### src/rtl/mux_scan_ctrl.sv
// Scan sequencer for an 8:1 multiplexer: steps the select over the enabled channels,
// samples mux_out after a settle time and publishes the assembled byte with busy/done.
module mux_scan_ctrl #(
  parameter int unsigned SETTLE = 1
) (
  input  logic       clk,
  input  logic       rst_n,
  input  logic       start,
  input  logic       abort,
  input  logic [7:0] mask,
  input  logic       mux_out,
  output logic [2:0] sel,
  output logic       busy,
  output logic       done,
  output logic [7:0] data
);

  typedef enum logic [0:0] {
    IDLE = 1'b0,
    SCAN = 1'b1
  } state_t;

  localparam logic [3:0] SETTLE_CNT = 4'(SETTLE);

  state_t     state_r;
  logic [2:0] ch_r;
  logic [3:0] cnt_r;
  logic [7:0] mask_r;
  logic [7:0] shadow_r;
  logic [2:0] sel_r;
  logic       busy_r;
  logic       done_r;
  logic [7:0] data_r;

  logic [2:0] first_ch_s;
  logic [2:0] next_ch_s;
  logic       next_found_s;
  logic [7:0] sampled_s;

  function automatic logic [2:0] lowest_set(input logic [7:0] m);
    logic [2:0] idx;
    idx = 3'd0;
    for (int i = 7; i >= 0; i--) begin
      if (m[i]) idx = 3'(i);
    end
    return idx;
  endfunction

  // Returns {found, index} of the lowest enabled channel strictly above cur.
  function automatic logic [3:0] next_above(input logic [7:0] m, input logic [2:0] cur);
    logic [3:0] r;
    r = 4'd0;
    for (int i = 7; i >= 0; i--) begin
      if (m[i] && (i > int'(cur))) r = {1'b1, 3'(i)};
    end
    return r;
  endfunction

  // Channel search and shadow update with the bit being sampled this cycle.
  always_comb begin
    first_ch_s              = lowest_set(mask);
    {next_found_s, next_ch_s} = next_above(mask_r, ch_r);
    sampled_s               = shadow_r;
    sampled_s[ch_r]         = mux_out;
  end

  // Scan FSM with registered outputs.
  always_ff @(posedge clk) begin
    if (!rst_n) begin
      state_r  <= IDLE;
      ch_r     <= 3'd0;
      cnt_r    <= 4'd0;
      mask_r   <= 8'h00;
      shadow_r <= 8'h00;
      sel_r    <= 3'd0;
      busy_r   <= 1'b0;
      done_r   <= 1'b0;
      data_r   <= 8'h00;
    end else begin
      done_r <= 1'b0;
      case (state_r)
        IDLE: begin
          sel_r  <= 3'd0;
          busy_r <= 1'b0;
          if (start) begin
            mask_r   <= mask;
            shadow_r <= 8'h00;
            if (mask == 8'h00) begin
              done_r <= 1'b1;
              data_r <= 8'h00;
            end else begin
              state_r <= SCAN;
              ch_r    <= first_ch_s;
              sel_r   <= first_ch_s;
              cnt_r   <= SETTLE_CNT;
              busy_r  <= 1'b1;
            end
          end
        end
        SCAN: begin
          if (abort) begin
            state_r  <= IDLE;
            busy_r   <= 1'b0;
            sel_r    <= 3'd0;
            shadow_r <= 8'h00;
          end else if (cnt_r != 4'd0) begin
            cnt_r <= cnt_r - 4'd1;
          end else begin
            shadow_r <= sampled_s;
            if (next_found_s) begin
              ch_r  <= next_ch_s;
              sel_r <= next_ch_s;
              cnt_r <= SETTLE_CNT;
            end else begin
              data_r  <= sampled_s;
              done_r  <= 1'b1;
              busy_r  <= 1'b0;
              sel_r   <= 3'd0;
              state_r <= IDLE;
            end
          end
        end
        default: begin
          state_r <= IDLE;
          sel_r   <= 3'd0;
          busy_r  <= 1'b0;
        end
      endcase
    end
  end

  assign sel  = sel_r;
  assign busy = busy_r;
  assign done = done_r;
  assign data = data_r;

endmodule

### config.mk
export PLATFORM = sky130hd
export DESIGN_NAME = mux_scan_ctrl
export DESIGN_NICKNAME = d
export VERILOG_FILES = /design/src/rtl/mux_scan_ctrl.sv
export SDC_FILE = /design/constraint.sdc
export NUM_CORES = 1
export LEC_CHECK = 0
export CAP_MARGIN = 20
export CORE_MARGIN = 2
export CORE_UTILIZATION = 52
export CTS_BUF_LIST = sky130_fd_sc_hd__clkbuf_8
export DETAILED_ROUTE_END_ITERATION = 6
export GPL_ROUTABILITY_DRIVEN = 1
export MAX_ROUTING_LAYER = met4
export PLACE_DENSITY = 0.78
export RECOVER_POWER = 100
export SYNTH_ARGS = -nofsm -noshare
export SYNTH_HDL_FRONTEND = slang
export SYNTH_SLANG_ARGS = --single-unit
export TNS_END_PERCENT = 100
### constraint.sdc
create_clock -name clk -period 2 [get_ports clk]
set_clock_uncertainty 0.05 [all_clocks]
set_input_delay 0.6 -clock clk [delete_from_list [all_inputs] [get_ports clk]]
set_output_delay 0.6 -clock clk [all_outputs]
set_load 0.02 [all_outputs]
== Word-level counts from Yosys, hierarchy flattened ==
Cells that the tools add are included.

* Register bits after elaboration: 37
* Bits in latches: 0
* Bits in writable memories: 0
* Bits in read-only memories: 0
* Input port bits: 13
* Output and inout bits: 13
* Logic and storage cells: 108
* Memories: 0

* Add/sub/neg operators: 1
* Multiply operators: 0
* Divide/modulo/power cells: 0
* $lt $le $gt $ge: 9
* Eq/ne operators: 10
* Shift operators: 0
* Multiplexer cells: 62
* Bitwise operators: 1
* Reduce and logical (&&, ||, !) cells: 16

{| class="wikitable"
|+ Operators by type and width
! cell !! number
|-
| 2-to-1 mux 8 bit || 8
|-
| 2-to-1 mux 3 bit || 18
|-
| 2-to-1 mux 4 bit || 12
|-
| case mux 8 bit (2 select lines) || 2
|-
| 2-to-1 mux 1 bit || 14
|-
| greater-than comparator 3 bit, first input constant || 4
|-
| != test 2 bit, second input constant || 6
|-
| case mux 3 bit (2 select lines) || 2
|-
| AND reduction 5 bit || 2
|-
| bitwise mux 8 bit || 1
|-
| logical AND 1 bit || 8
|-
| zero test 8 bit || 1
|-
| case mux 4 bit (2 select lines) || 1
|-
| greater-than comparator 2 x 3 -> 1 bit, first input constant || 2
|-
| != test 3 bit, second input constant || 2
|-
| case mux 1 bit (2 select lines) || 3
|-
| AND reduction 2 bit || 3
|-
| < comparator 3 x 4 -> 1 bit, second input constant || 1
|-
| AND reduction 4 bit || 1
|-
| nonzero test 4 bit || 1
|-
| subtractor 4 x 1 -> 4 bit, second input constant || 1
|-
| demux 1 bit (select 3 bit) || 1
|-
| greater-or-equal comparator 3 x 1 -> 1 bit, second input constant || 1
|-
| greater-than comparator 1 x 3 -> 1 bit, first input constant || 1
|-
| other kinds (3) || 3
|}

== Logic depth before layout (Yosys ltp) ==
* Depth after elaboration: 13
* Depth in mapped cells: 7
* Mapped depth without buffers: 7

== Worst setup path after synthesis ==
Ideal clock, no wire load.

* Kind: input to register
* Start point: in mask[1]
* End point: reg data_r[0], in the netlist data[0]
* Setup time: 143 ps
* Data arrival time: 1837 ps
* Data required time: 1807 ps
* Slack: -31 ps
* Stages on the path: 5
* Buffers on the path: 0
* Path through: or4_4 > nor3b_4 > a21oi_2 > o31ai_4 > o22ai_2

* Longest elaborated chain between the ends: 3

{| class="wikitable"
|+ RTL lines
! item !! RTL line !! source
|-
| start: declaration || 10 || <nowiki>input logic [7:0] mask,</nowiki>
|-
| zero test 8 bit || 88 || <nowiki>if (mask == 8'h00) begin</nowiki>
|-
| != test 2 bit (no line) || -- ||
|-
| AND reduction 5 bit (no line) || -- ||
|-
| end signal: assignment || 115 || <nowiki>data_r <= sampled_s;</nowiki>
|-
| end: declaration || 33 || <nowiki>logic [7:0] data_r;</nowiki>
|}

Every way passes these cells.
A chain may end at the register's enable or synchronous reset.

== Worst setup path in the final report ==
* Start point: in mask[0]
* End point: reg data_r[5], in the netlist data[5]

The elaborated chain is that of the path after synthesis.

==> results.rst <==
.. list-table::
   :header-rows: 1

   * - Metric
     - Value
   * - Final nets
     - roughly 330
   * - Internal power consumption
     - approximately 1.3 mW
   * - Kind of path behind the tightest hold check
     - reg -> reg
   * - Hold path cells
     - 2
   * - Switching portion of total power
     - 33.5%
   * - Crit path max-delay cell type
     - or4_4
   * - H-tree lvl count
     - 2
   * - Number of buffers added by the clock tree synthesis step
     - 5
   * - CP Data Required Time
     - 2120 ps
   * - Hold violation total from the final report
     - 0
   * - Sequential group share of total power
     - 41.1%
   * - DRC
     - 0
   * - Remaining number of nets flagged by the antenna check after routing
     - 0
   * - Async set-reset flop share out of synthesis
     - 0%
   * - Syn-to-layout area delta
     - 34.1%
   * - Number of cells in the design after placement
     - approximately 350
   * - Clock Tree Buf Depth
     - 2
   * - Crit path buffers/inverters
     - 2
   * - Distinct cell type count after synthesis
     - 60
   * - Die span in y
     - about 68 µm
   * - Vias in the first global route
     - between 1.5k and 2k
   * - Arrival time reported for the critical path endpoint
     - 2030 ps
   * - Global-route wire length before repair
     - roughly 8.7 mm
   * - CTS hold repair buffers
     - 0
   * - DRT iter0 DRCs
     - ~150
   * - Worst Min Path Start
     - data[4]
   * - Clock slew at reported path FFs
     - 70 ps
   * - Ratio of total power to cell area
     - 693 nW/µm²
   * - Die ar.
     - approximately 4600 µm²
   * - Worst skew pair latency
     - between 200 and 300 ps
   * - Setup slack, reg-to-reg
     - 120 ps
   * - Result of the run
     - completed
   * - Clock network fraction of design power
     - 26.4%
   * - Largest net degree at the start of global routing
     - 14
   * - First drt pass iteration count
     - 4
   * - Pins over their slew limit
     - 0
   * - Total Routing Usage GR
     - around 26%
   * - Clk sinks
     - 36
   * - Post-route clock period utilization
     - between 90% and 100%
   * - Crit Path Category
     - in -> reg
   * - Top fanout value on the critical path
     - 8
   * - Number of synthesized register bits
     - 36
   * - Number of antenna violations at the first check in global routing
     - 0
   * - Total half-perimeter wirelength after legalization and detailed placement
     - between 3 and 4 mm
   * - Biggest cell delay along the critical path
     - about 460 ps
   * - Worst Hold End
     - data[4]
   * - Total via count in the routed design
     - between 2k and 2.5k
   * - VDD IR max
     - about 0.00036 V
   * - Detail-routed net length per standard cell
     - roughly 15 µm
   * - Reg-to-reg critical path startpoint
     - ch_r[0]
   * - Leak pwr
     - 1.08 nW
   * - Slew at the pin with the worst max-slew slack
     - 638 ps
   * - Top FF cell, synth
     - dfxtp_1
   * - Warning count from the yosys run
     - 0
   * - Unrepaired setup endpoints after global routing
     - no
   * - Weighted congestion at the end of routability-driven global placement
     - roughly 0.88
   * - NetSw
     - about 660 µW
   * - Overall overflow remaining after global route
     - 0
   * - Post-Synthesis Mean Instance Area
     - 8.53 µm²
   * - Delay-heaviest family, CP
     - simple AND/OR/NAND/NOR gates
   * - Net count after synthesis
     - approximately 260
   * - Number of port buffers
     - 25
   * - Total of endpoints with negative setup slack in the final report
     - 0
   * - Overall Power
     - 1.97 mW
   * - Post-synth design cell area
     - ~2100 µm²
   * - Post-Route WL
     - ~5.3 mm
   * - Buffer cell driving the clock tree root
     - clkbuf_8
   * - Proportion of layout cells with a drive suffix above 1
     - between 30% and 40%
   * - Initial cell density of the core
     - about 53%
   * - Synthesized instance count
     - 249
   * - Total inserted antenna cells
     - 0
   * - Number of top-level pins
     - 26
   * - # rows
     - 23
   * - Final core utilization
     - 71.7%
   * - Chip Width
     - 67.9 µm
   * - CP startpoint kind
     - input port
   * - Combinational share of power
     - 32.5%
   * - Sequence of cells on the critical path
     - clkdlybuf4s15_1 > or4_4 > nor3b_4 > a21oi_2 > o31ai_4 > buf_12 > o22ai_2
   * - Vias/cell
     - 5.73
   * - Number of synthesized flops with an enable pin
     - 0
   * - Final Critical Period
     - about 1900 ps
   * - Worst Reg2Reg Path Length in Cells
     - 5
   * - Area of the placeable core
     - about 4000 µm²
   * - Portion of the post-synthesis area used by sequential elements
     - around a third
   * - Clock tree from TritonCTS
     - built
   * - Type of destination of the critical path
     - flip-flop
   * - Worst slew margin relative to its limit
     - about 57%
   * - Worst R2R End
     - data[6]
   * - Leading cell type in the layout, fill and taps excluded
     - buf_4
   * - Top achievable clock speed
     - around 520 MHz
   * - Max-Cap Viols
     - 0
   * - Final instance count without filler cells
     - between 300 and 400
   * - Highest-count cells in the layout ignoring fill and taps
     - buf_4, dfxtp_1, nor2_1
## state kept, by name, summed over array words and instances (netlist names)
signal    flops
state_r       1
busy          1
cnt_r         4
data          8
ch_r          3
shadow_r      8
sel           3
mask_r        7
done          1
## through the flow
step                instance area, µm²  TNS, ps  hold slack [ps]  worst slack (ps)
floorplan                         2120    -23.6              395             -11.8
global placement                  2640   -10160              399              -526
detailed placement                2640   -10760              416              -563
CTS                               2790        0              431              2.90
global route                      2850        0              446              6.85
finish                            2850        0              435              86.9
## final cells by class
cell class	instances	area, µm²
Clock inverter	3	18.8
Multi-Input combinational cell	182	1320
Tap cell	50	62.6
Inverter	16	60.1
Sequential cell	36	724
Clock buffer	5	68.8
Fill cell	316	1120
Timing Repair Buffer	70	597
## repair_timing
action / 4_1_cts / 5_1_grt
buffers inserted: 3 / 4
endpoints found under the setup margin: 18 / 23
gates resized for setup: 18 / 19
gates cloned: 0 / 0
pin swaps: 9 / 4
## synth_stat cells, types with 4 or more instances
| cell | count | area share (%) |
|---|---|---|
| dfxtp_1 | 36 | 34 |
| nor2_1 | 26 | 4.6 |
| a21oi_1 | 24 | 5.7 |
| nand2_1 | 19 | 3.4 |
| inv_1 | 16 | 2.8 |
| o21ai_0 | 10 | 2.4 |
| mux2i_1 | 9 | 4.2 |
| o22ai_2 | 8 | 4.7 |
| clkbuf_1 | 7 | 1.2 |
| nor2b_1 | 7 | 2.1 |
| a31oi_1 | 6 | 1.8 |
| nand2b_1 | 5 | 1.5 |
| nor3_1 | 4 | 0.94 |
## layer usage
metal  wire [µm]  part of all wire, %  up-vias  GRT usage, %
met5           0                    0        -             -
met4          97                  1.8        0          9.50
met3         318                  6.0       12          6.58
met2        2530                   48       59          38.8
met1        2360                   45      966          33.5
li1            -                    -     1036             -
## power by group through the flow
| stage | clock network [mW] | registers [mW] | logic, mW |
|---|---|---|---|
| finish | 0.520 | 0.812 | 0.642 |
| global route | 0.561 | 0.819 | 0.700 |
| CTS | 0.528 | 0.808 | 0.593 |
| detailed placement | 0 | 0.825 | 0.580 |
| global placement | 0 | 0.824 | 0.571 |
| floorplan | 0 | 0.809 | 0.382 |
## kinds of logic (layout without fill, tap and decap cells)
family	count (synthesis)	in the layout	share of synthesized area [%]
adders and majority gates	2	2	1.18
buffers and inverters	31	94	6.89
AOI/OAI and AO/OA	88	88	32.0
DFF	36	36	33.9
and+or+nand+nor	83	83	21.7
muxes	9	9	4.24
## worst register-to-register path, stage by stage (launching register included)
cell	delay, ps
dfxtp_1	530
nor2_1	160
a21boi_4	210
nand2_4	80
or4_4	580
o22ai_2	200
## worst max path at each step
stage | startpoint | to | slack [ps] | cells after the start
detailed placement | mask[1] | cnt_r[1] | -560 | 7
floorplan | mask[1] | data[0] | -10 | 5
finish | mask[0] | data[5] | 90 | 7
global placement | mask[1] | cnt_r[1] | -530 | 7
CTS | ch_r[1] | sel[1] | 3 | 6
global route | mask[0] | data[5] | 7 | 7
Power figures use the tool's default switching activity.
